`config.mk`:
```
export PLATFORM = sky130hd
export DESIGN_NAME = csr_unit
export DESIGN_NICKNAME = d
export VERILOG_FILES = /design/src/rtl/csr_unit.sv
export SDC_FILE = /design/constraint.sdc
export NUM_CORES = 1
export LEC_CHECK = 0
export BUFFER_PORTS_ARGS = -buffer_cell sky130_fd_sc_hd__buf_4
export CORE_MARGIN = 2
export CORE_UTILIZATION = 59
export DETAILED_ROUTE_END_ITERATION = 7
export PLACE_DENSITY_LB_ADDON = 0.08
export SYNTH_ARGS = -nofsm -noshare
export SYNTH_HDL_FRONTEND = slang
export SYNTH_SLANG_ARGS = --single-unit
```
`constraint.sdc`:
```
create_clock -name clk -period 2.9 [get_ports clk]
set_input_delay 0.29 -clock clk [delete_from_list [all_inputs] [get_ports clk]]
set_output_delay 0.29 -clock clk [all_outputs]
set_load 0.02 [all_outputs]
```
`src/rtl/csr_unit.sv`:
```
// csr_unit: machine-mode CSR file (mstatus, mtvec, mscratch, mepc, mcause,
// mvendorid, marchid) with Zicsr RW/RS/RC, trap entry, mret and PC redirect.
// Optional 64-bit mcycle/mcycleh counter is built when CSR_MCYCLE_EN is defined.
module csr_unit #(
    parameter int unsigned     XLEN      = 32,
    parameter logic [XLEN-1:0] MTVEC_RST = XLEN'(32'h8000_0000),
    parameter logic [XLEN-1:0] MARCHID   = '0
) (
    input  logic            clk,
    input  logic            rst_n,
    input  logic            csr_req,
    input  logic [1:0]      csr_op,
    input  logic [11:0]     csr_addr,
    input  logic [XLEN-1:0] csr_wdata,
    output logic [XLEN-1:0] csr_rdata,
    output logic            csr_illegal,
    input  logic            trap_valid,
    input  logic [XLEN-1:0] trap_pc,
    input  logic [XLEN-1:0] trap_cause,
    input  logic            mret_valid,
    output logic            redirect_valid,
    output logic [XLEN-1:0] redirect_pc,
    output logic            mie_o
);

    typedef enum logic [1:0] {
        OP_NONE = 2'b00,
        OP_RW   = 2'b01,
        OP_RS   = 2'b10,
        OP_RC   = 2'b11
    } csr_op_e;

    localparam logic [11:0] A_MSTATUS   = 12'h300;
    localparam logic [11:0] A_MTVEC     = 12'h305;
    localparam logic [11:0] A_MSCRATCH  = 12'h340;
    localparam logic [11:0] A_MEPC      = 12'h341;
    localparam logic [11:0] A_MCAUSE    = 12'h342;
    localparam logic [11:0] A_MVENDORID = 12'hF11;
    localparam logic [11:0] A_MARCHID   = 12'hF12;
`ifdef CSR_MCYCLE_EN
    localparam logic [11:0] A_MCYCLE    = 12'hB00;
    localparam logic [11:0] A_MCYCLEH   = 12'hB80;
`endif

    csr_op_e op;
    assign op = csr_op_e'(csr_op);

    logic            mie_q, mie_d;
    logic            mpie_q, mpie_d;
    logic [XLEN-1:0] mtvec_q, mtvec_d;
    logic [XLEN-1:0] mscratch_q, mscratch_d;
    logic [XLEN-1:0] mepc_q, mepc_d;
    logic [XLEN-1:0] mcause_q, mcause_d;
`ifdef CSR_MCYCLE_EN
    logic [63:0]     cnt_q, cnt_d;
`endif

    logic [XLEN-1:0] old_val;
    logic [XLEN-1:0] mstatus_view;
    logic [XLEN-1:0] wval;
    logic            implemented;
    logic            read_only;
    logic            wants_write;
    logic            do_write;

    // mstatus as seen by software: MPP hardwired to M-mode, only MIE/MPIE live
    always_comb begin
        mstatus_view        = '0;
        mstatus_view[12:11] = 2'b11;
        mstatus_view[7]     = mpie_q;
        mstatus_view[3]     = mie_q;
    end

    // address decode: read value, implemented and read-only flags
    always_comb begin
        old_val     = '0;
        implemented = 1'b1;
        read_only   = 1'b0;
        case (csr_addr)
            A_MSTATUS:   old_val = mstatus_view;
            A_MTVEC:     old_val = mtvec_q;
            A_MSCRATCH:  old_val = mscratch_q;
            A_MEPC:      old_val = mepc_q;
            A_MCAUSE:    old_val = mcause_q;
            A_MVENDORID: read_only = 1'b1;
            A_MARCHID: begin
                old_val   = MARCHID;
                read_only = 1'b1;
            end
`ifdef CSR_MCYCLE_EN
            A_MCYCLE:    old_val = cnt_q[XLEN-1:0];
            A_MCYCLEH: begin
                if (XLEN == 32) old_val = XLEN'(cnt_q[63:32]);
                else            implemented = 1'b0;
            end
`endif
            default:     implemented = 1'b0;
        endcase
    end

    // write value and write qualification; RS/RC with a zero operand never writes
    always_comb begin
        wval = '0;
        case (op)
            OP_RW:   wval = csr_wdata;
            OP_RS:   wval = old_val | csr_wdata;
            OP_RC:   wval = old_val & ~csr_wdata;
            default: wval = old_val;
        endcase
        wants_write = (op == OP_RW) ||
                      (((op == OP_RS) || (op == OP_RC)) && (csr_wdata != '0));
        csr_illegal = rst_n && csr_req && (!implemented || (read_only && wants_write));
        // trap and mret each discard any same-cycle CSR write
        do_write    = rst_n && csr_req && wants_write && implemented && !read_only &&
                      !trap_valid && !mret_valid;
    end

    // combinational outputs: old value, redirect from pre-edge state
    always_comb begin
        csr_rdata      = csr_req ? old_val : '0;
        redirect_valid = rst_n && (trap_valid || mret_valid);
        redirect_pc    = trap_valid ? mtvec_q : mepc_q;
        mie_o          = mie_q;
    end

    // next-state: trap > mret > CSR write
    always_comb begin
        mie_d      = mie_q;
        mpie_d     = mpie_q;
        mtvec_d    = mtvec_q;
        mscratch_d = mscratch_q;
        mepc_d     = mepc_q;
        mcause_d   = mcause_q;
        if (trap_valid) begin
            mepc_d   = {trap_pc[XLEN-1:2], 2'b00};
            mcause_d = trap_cause;
            mpie_d   = mie_q;
            mie_d    = 1'b0;
        end else if (mret_valid) begin
            mie_d  = mpie_q;
            mpie_d = 1'b1;
        end else if (do_write) begin
            case (csr_addr)
                A_MSTATUS: begin
                    mie_d  = wval[3];
                    mpie_d = wval[7];
                end
                A_MTVEC:    mtvec_d    = {wval[XLEN-1:2], 2'b00};
                A_MSCRATCH: mscratch_d = wval;
                A_MEPC:     mepc_d     = {wval[XLEN-1:2], 2'b00};
                A_MCAUSE:   mcause_d   = wval;
                default:    ;
            endcase
        end
    end

`ifdef CSR_MCYCLE_EN
    // cycle counter: free-running, a write replaces one half and skips the increment
    always_comb begin
        cnt_d = cnt_q + 64'd1;
        if (do_write && (csr_addr == A_MCYCLE)) begin
            cnt_d              = cnt_q;
            cnt_d[XLEN-1:0]    = wval;
        end else if (do_write && (csr_addr == A_MCYCLEH)) begin
            cnt_d = {wval[31:0], cnt_q[31:0]};
        end
    end

    // counter register
    always_ff @(posedge clk or negedge rst_n) begin
        if (!rst_n) cnt_q <= '0;
        else        cnt_q <= cnt_d;
    end
`endif

    // architectural CSR registers
    always_ff @(posedge clk or negedge rst_n) begin
        if (!rst_n) begin
            mie_q      <= 1'b0;
            mpie_q     <= 1'b0;
            mtvec_q    <= {MTVEC_RST[XLEN-1:2], 2'b00};
            mscratch_q <= '0;
            mepc_q     <= '0;
            mcause_q   <= '0;
        end else begin
            mie_q      <= mie_d;
            mpie_q     <= mpie_d;
            mtvec_q    <= mtvec_d;
            mscratch_q <= mscratch_d;
            mepc_q     <= mepc_d;
            mcause_q   <= mcause_d;
        end
    end

endmodule

```
==> results of run 1 <==
## flip-flops by register name, indices dropped and copies added, names as in the netlist
| signal | flops |
|---|---|
| mpie_q | 1 |
| mtvec_q | 30 |
| mscratch_q | 32 |
| mepc_q | 30 |
| mcause_q | 32 |
| mie_o | 1 |
## worst max-delay path by stage
stage	startpoint	end	slack (ns)	depth (start not counted)
after CTS	csr_wdata[20]	csr_illegal	0.45	7
final	csr_wdata[20]	csr_illegal	0.35	7
after global routing	csr_wdata[20]	csr_illegal	0.34	7
after floorplan	csr_addr[2]	csr_illegal	0.36	6
after global placement	csr_addr[2]	mcause_q[1]$_DFFE_PN0P_	0.08	9
after detailed placement	csr_addr[2]	mcause_q[1]$_DFFE_PN0P_	0.05	9
## power by group
group,leakage (uW),switching [uW],internal (uW)
clock network,0.000301,823,1420
registers,0.00163,54.0,1840
logic,0.00258,441,329
## cell usage after synthesis (3+ instances only)
cell	count
o21ai_1	56
a31oi_1	23
o21a_1	9
nor3_1	4
and3_1	3
nor4_1	8
mux2_2	28
o21ai_0	39
and4_1	3
nand3_1	8
nor2_1	49
a2111oi_0	3
xnor2_1	11
and2_1	39
a21o_1	16
a211oi_1	20
a22oi_1	50
nand4_1	10
buf_6	3
buf_2	22
clkbuf_1	49
dfrtp_1	125
o211ai_1	3
o2bb2ai_1	8
a21oi_1	55
buf_4	4
a22o_1	10
o22ai_1	15
mux2i_1	27
nor2b_1	9
buf_1	3
nand2b_1	22
mux2_1	8
nand2_1	104
inv_1	5
## worst reg2reg max path, delay by kind of cell (launching register included)
family / cells / cell delay [ns]
mux: 1 / 0.17
simple gates: 2 / 0.21
compound gates: 3 / 0.77
flops: 1 / 0.41
## per-stage QoR
stage / setup WS (ns) / instance area, um2 / total power [uW] / utilization (%) / hold WS (ns)
floorplan: 0.363 / 7870 / 2320 / - / -0.00559
global placement: 0.0791 / 9420 / 2660 / 71.7 / 0.452
detailed placement: 0.0474 / 9420 / 2670 / 71.7 / 0.453
CTS: 0.449 / 10000 / 4880 / 76.3 / 0.0702
global route: 0.339 / 10000 / 5040 / 76.3 / 0.0757
finish: 0.354 / 10000 / 4910 / 76.3 / 0.0453
## cells by family (layout without fill, tap and decap cells)
logic type / after synthesis / in the layout / synth area share [%]
adders and majority gates: 1 / 1 / 0.127
muxes: 63 / 63 / 8.59
buffers and inverters: 87 / 254 / 4.98
DFF: 126 / 126 / 40.1
AOI/OAI and AO/OA: 320 / 320 / 26.1
other: 1 / 2 / 0.0477
xor gates and xnor gates: 12 / 12 / 1.34
and+or+nand+nor: 283 / 283 / 18.7
## routing by layer
| metal | track usage, % | wire, um | share of wire, % | up-vias |
|---|---|---|---|---|
| li1 | - | - | - | 3580 |
| met1 | 52.4 | 10400 | 39 | 3845 |
| met2 | 57.8 | 12200 | 46 | 533 |
| met3 | 7.81 | 3020 | 11 | 93 |
| met4 | 15.7 | 949 | 3.6 | 0 |
| met5 | 0 | 0 | 0 | - |
## cell type report
type / count / area (um2) / area share [%]
inverter: 6 / 22.5 / 0.225
sequential: 126 / 3150 / 31.5
timing repair buffer: 216 / 1670 / 16.7
clock inverter: 10 / 135 / 1.35
clock buffer: 22 / 474 / 4.73
tap: 176 / 220 / 2.20
multi-input combinational: 681 / 4350 / 43.4
==> reports/results.ini, run 1 <==
[outcome]
run_status=finished, final reports clean

[timing]
period_minus_slack_ns=2.55
setup_viol=0
rsz0062_at_grt=no
drv_slew=0
fin_skew_ns=0.00347
slew_headroom_pct=28.1
max_freq_ghz=0.393
hold_violations=0
setup_tns_ns=0
tightest_slew_ns=1.08
period_share_pct=87.8

[cts]
clk_latency_ns=0.43
cts_root_buf=clkbuf_16
cts_hold_buf=0
post-cts-setup-buffers=0
numCtsBuffers=17
cts_max_level=4
cts_tree=done
clk_pin_slew_ns=0.06
numClockSinks=126
cts_resized=0
clockBufferDepth=2

[setup_path]
critPathMaxStageDelay_ns=0.49
cp-end-kind=primary output
rr_worst_depth=6
crit_fanout=4
r2r_slack_ns=1.16
path_common_cell=buf_4
critical_path.top_delay_family=simple AND/OR/NAND/NOR gates
crit_arrival_ns=2.26
r2r-start=mie_o$_DFFE_PN0P_
startpoint_type=input pin
crit_chain=buf_4, nor4_1, nand4_1, o31ai_4, buf_4, a2111oi_0, buf_4
crit_type=input pin to primary output
r2r_end=mie_o$_DFFE_PN0P_
critPathBufInv=3
slowest_stage=nor4_1
required_ns=2.61

[drt]
firstDrtPassIters=6
initialDrtViolationCount=986
drc=0
wl_um=26500
vias_per_cell=6.51
ant_nets=0
routedWlPerCell_um=21.4
num_vias=8051

[global_route]
overflow=0
first_global_vias=7946
grt_max_degree=98
grt_pass1_wl_um=41900
antenna_found_initial=0
grt_usage_pct=37.7

[synthesis]
ys_async_sr_fraction_pct=100
synthCells=893
synth_edf_count=0
synth_seq_cells=126
synth_top_area_share_pct=39.8
syn_area_um2=7870
synth.top_cells.by_area=dfrtp_1, nand2_1, a22oi_1
seq_area_frac_synth_pct=40.1
synth_cell_type_count=70
ys.flop_type=dfrtp_1
ys_warn_count=0
syn_area_per_cell_um2=8.81
synth_area_leader_cell=dfrtp_1

[placement]
io_buffers=177
gp_congestion=0.909
dp.cells=1205
hpwlAfterDp_um=16900

[die]
die_x_um=119
fp.dieH_um=119
start_util_pct=59.9
core_um2=13100
ios=182
core.rowCount=42
dieArea_um2=14300

[layout]
area_delta_synth_final_pct=27.5
layout.nets=1163
final_cell_mix=buf_4, dfrtp_1, nand2_1
mostFrequentLayoutCell=buf_4
num_antenna_cells=0
drive_gt1_share_pct=27.6
final_cell_count_no_fill=1237
nFillCells=958

[min_path]
min_path_type=input pin to async pin

[power]
power_leakage_uw=0.00450
power.density_nw_per_um2=489
ir_drop_uv=357

[job]
maxCapViolations=0

No activity file was read; power rests on OpenSTA's default activity.
==> inputs of run 2 (changes only) <==
- CELL_PAD_IN_SITES_DETAIL_PLACEMENT: unset -> 2
- CELL_PAD_IN_SITES_GLOBAL_PLACEMENT: unset -> 2
- CORE_UTILIZATION: 59 -> 35
- SLEW_MARGIN: unset -> 30
==> run 2 against run 1 <==
Against the previous run:
- the flow now finishes with violations (negative hold slack)
- critical path depth is the same
- routed wire length grew 28%
- count of clock-buffer cells in the layout shrank 4
- register-to-register slack lost 0.06 ns
- clock skew grew 0.010 ns
- via count grew 0.34%
- sequential share of layout area shrank 0.62 points
- clock power shrank 4%
- core utilization shrank 30 points
- worst setup slack lost 0.025 ns
- flip-flop and latch count is the same
- critical endpoint unchanged
- largest cell class unchanged
- largest power group unchanged
- highest routed layer unchanged
==> reports/results.ini, run 2 (synthesis gave the netlist of run 1 again) <==
[placement]
gp_congestion=0.815
hpwlAfterDp_um=22500
dp_worst_setup_slack_ns=0.0902
io_buffers=177

[setup_path]
r2r_slack_ns=1.10
startpoint=csr_wdata[5]
slowest_stage=nor4_1
crit_type=input pin to primary output
crit_fanout=3
required_ns=2.61
rr_worst_depth=6
r2r_end=mepc_q[7]$_DFFE_PN0P_
r2r-start=mepc_q[7]$_DFFE_PN0P_
startpoint_type=input pin
crit_arrival_ns=2.28
path_common_cell=buf_4
crit_chain=buf_4, nor4_1, nand4_1, o31ai_4, buf_4, a2111oi_0, buf_4
critPathMaxStageDelay_ns=0.55
cp-end-kind=primary output

[timing]
tightest_slew_ns=0.777
hold_violations=1
setup_tns_ns=0
max_freq_ghz=0.389
drv_slew=0
slew_headroom_pct=48.2
rsz0062_at_grt=no
period_share_pct=88.6
fin_skew_ns=0.0137
setup_viol=0
timing.final.ws_setup_ns=0.329
period_minus_slack_ns=2.57
hold_ws_ns=-0.00675

[cts]
clk_latency_ns=0.44
clockBufferDepth=2
cts_root_buf=clkbuf_16
cts_hold_buf=0
numCtsBuffers=17
cts_max_level=4
post-cts-setup-buffers=0
numClockSinks=126
clk_pin_slew_ns=0.06
cts_resized=0
cts_tree=done

[layout]
mostFrequentLayoutCell=buf_4
layout.nets=1174
drive_gt1_share_pct=28.5
nFillCells=2402
num_antenna_cells=0
reg.largest.list=mcause_q (32), mscratch_q (32)
final_cell_mix=buf_4, dfrtp_1, nand2_1
area_delta_synth_final_pct=30.0
fin_util_pct=46.6

[power]
power_leakage_uw=0.00452
ir_drop_uv=417
p_total_uw=4850
power.density_nw_per_um2=475

[drt]
wl_um=33900
drc=0
ant_nets=0
wl_met3_um=1670
firstDrtPassIters=5
top_layer=met4
routedWlPerCell_um=25.1
vias_per_cell=5.97
initialDrtViolationCount=524
met1_length_um=15000
num_vias=8078
wl_met2_um=16400

[die]
die_x_um=154
fp.dieH_um=154
ios=182
core_um2=22000
start_util_pct=35.8
dieArea_um2=23700
core.rowCount=54

[global_route]
antenna_found_initial=0
first_global_vias=8900
grt_pass1_wl_um=53000
overflow=0
grt_usage_pct=29.1
grt_max_degree=129

[outcome]
violations=negative hold slack
run_status=finished, violations left

[min_path]
min_path_type=input pin to async pin

[job]
maxCapViolations=0

## run 2: cell count changes in the layout (fill, tap and decap cells not counted)
cell	delta
clkinvlp_4	+4
bufinv_16	-1
clkbuf_8	-3
buf_4	+9
clkinv_4	+1
buf_12	+2
clkbuf_1	-1
## run 2: how the worst max path moves through the flow
stage | to | slack, ns | depth (start not counted)
2_1_floorplan | csr_illegal | 0.36 | 6
3_3_place_gp | mcause_q[22]$_DFFE_PN0P_ | 0.24 | 8
3_5_place_dp | mcause_q[23]$_DFFE_PN0P_ | 0.09 | 8
4_1_cts | csr_illegal | 0.37 | 7
5_1_grt | csr_illegal | 0.32 | 7
6_report | csr_illegal | 0.33 | 7
## run 2: layout make-up
class | count | area (um2) | area share [%]
multi-input cells | 681 | 4350 | 42.5
flip-flops and latches | 126 | 3150 | 30.8
clock inverters | 14 | 144 | 1.41
repair buffers | 227 | 1780 | 17.4
well taps | 280 | 350 | 3.43
inverters | 6 | 22.5 | 0.220
clock buffers | 18 | 429 | 4.20
## run 2: metal layers
metal / GRT usage, % / up-vias
met2: 48.0 / 287
met5: 0 / -
met3: 3.92 / 60
met1: 39.0 / 4140
li1: - / 3591
met4: 11.0 / 0
## run 2: where the power goes
group | internal [uW] | switching [uW]
clock network | 1260 | 890
logic | 335 | 472
registers | 1840 | 56.3
total | 3440 | 1420
## run 2: per-stage QoR
step	std cells	cell area (um2)
finish	1352	10200
global route	1352	10200
CTS	1351	10200
detailed placement	1319	9650
global placement	1317	9630
floorplan	894	7870
## run 2: worst max-delay path, delay by kind of cell
kind	cells	cell delay (ns)
buffers and inverters	3	0.48
AND/OR/NAND/NOR	2	0.99
AO/OA/AOI/OAI	2	0.51
==> inputs of run 3 (changes only) <==
- CORE_MARGIN: 2 -> unset
==> run 3 against run 2 <==
Against the previous run:
- routed wire length grew 0.52%
- largest power group unchanged
- final area grew 0.92%
- sequential power is essentially flat
- the flow finishes with violations (design-rule violations, negative hold slack)
- critical endpoint unchanged
==> reports/results.ini, run 3 (synthesis gave the netlist of run 1 again) <==
[cts]
numClockSinks=126
cts_hold_buf=0
cts_max_level=4
clockBufferDepth=2
clk_latency_ns=0.42
cts_root_buf=clkbuf_16
cts_resized=0
numCtsBuffers=17
clk_pin_slew_ns=0.06
post-cts-setup-buffers=0
cts_tree=done

[layout]
drive_gt1_share_pct=28.3
mostFrequentLayoutCell=buf_4
num_antenna_cells=0
reg.largest.list=mcause_q (32), mscratch_q (32)
layout.nets=1170
area_delta_synth_final_pct=31.2
final_cell_mix=buf_4, dfrtp_1, nand2_1

[die]
fp.dieH_um=152
core.rowCount=54
core_um2=22000
ios=182
dieArea_um2=23100
start_util_pct=35.8
die_x_um=152

[drt]
firstDrtPassIters=7
top_layer=met4
ant_nets=0
routedWlPerCell_um=25.3
wl_met3_um=1740
wl_um=34100
drc=14
wl_met2_um=16700
initialDrtViolationCount=460
met1_length_um=15000
vias_per_cell=6.04
num_vias=8145

[timing]
hold_violations=21
drv_slew=0
setup_tns_ns=0
period_share_pct=87.4
setup_viol=0
timing.final.ws_setup_ns=0.364
fin_skew_ns=0.0108
slew_headroom_pct=32.3
period_minus_slack_ns=2.54
rsz0062_at_grt=no
max_freq_ghz=0.394
tightest_slew_ns=1.01
hold_ws_ns=-0.0704

[setup_path]
path_common_cell=buf_4
crit_fanout=4
critPathMaxStageDelay_ns=0.46
r2r-start=mepc_q[7]$_DFFE_PN0P_
crit_type=input pin to primary output
startpoint_type=input pin
cp-end-kind=primary output
slowest_stage=nor4_1
rr_worst_depth=6
r2r_end=mepc_q[7]$_DFFE_PN0P_
crit_arrival_ns=2.25
r2r_slack_ns=1.12
required_ns=2.61
crit_chain=buf_4, nor4_1, nand4_1, o31ai_4, buf_4, a2111oi_0, buf_4

[power]
p_total_uw=5160
power_frac_clock_pct=47.5
p_seq_share_pct=36.7
p_sw_uw=1390
power.density_nw_per_um2=500
power_leakage_uw=0.00457
ir_drop_uv=389
swShare_pct=26.9
power.internal_uw=3780
pwr-share-comb_pct=15.8

[placement]
gp_congestion=0.800
io_buffers=177
dp_worst_setup_slack_ns=0.168
hpwlAfterDp_um=22500

[global_route]
grt_pass1_wl_um=52900
overflow=0
first_global_vias=8833
grt_max_degree=129
antenna_found_initial=0
grt_usage_pct=29.9

[job]
maxCapViolations=0

[min_path]
min_path_type=input pin to async pin

[outcome]
violations=design-rule violations, negative hold slack
run_status=finished, violations left

run 3: worst max-delay path by stage:
stage | start | to
5_1_grt | csr_addr[6] | csr_rdata[30]
3_5_place_dp | csr_wdata[5] | mscratch_q[21]$_DFFE_PN0P_
3_3_place_gp | csr_wdata[5] | mscratch_q[31]$_DFFE_PN0P_
2_1_floorplan | csr_addr[2] | csr_illegal
6_report | csr_wdata[5] | csr_illegal
4_1_cts | csr_wdata[5] | csr_illegal
run 3: area by class of cell:
class,instances,area (um2)
clock buffer,20,467
clock inverter,12,205
fill,2364,11600
inverter,6,22.5
multi-input combinational,681,4350
sequential,126,3150
tap,280,350
timing repair buffer,223,1770
run 3: power groups by stage:
stage	Clock [uW]	Sequential [uW]	Combinational [uW]
3_5_place_dp	0	1930	807
6_report	2450	1890	814
2_1_floorplan	0	1910	416
4_1_cts	2490	1890	816
3_3_place_gp	0	1920	784
5_1_grt	2560	1900	872
run 3: layer usage:
| metal | vias up | track usage, % |
|---|---|---|
| met5 | - | 0 |
| met3 | 44 | 3.65 |
| met2 | 279 | 50.9 |
| met4 | 0 | 8.02 |
| li1 | 3588 | - |
| met1 | 4234 | 40.0 |
run 3: critical path: cells and delay by family:
| family | cells | cell delay [ns] |
|---|---|---|
| compound gates | 2 | 0.58 |
| simple gates | 2 | 0.82 |
| buf+inv | 3 | 0.54 |
run 3: metrics by stage:
step | instance area [um2] | cells | utilization [%]
after floorplan | 7870 | 894 | -
after global placement | 9640 | 1315 | 43.9
after detailed placement | 9650 | 1316 | 43.9
final | 10300 | 1348 | 47.0
after CTS | 10300 | 1348 | 47.0
after global routing | 10300 | 1348 | 47.0
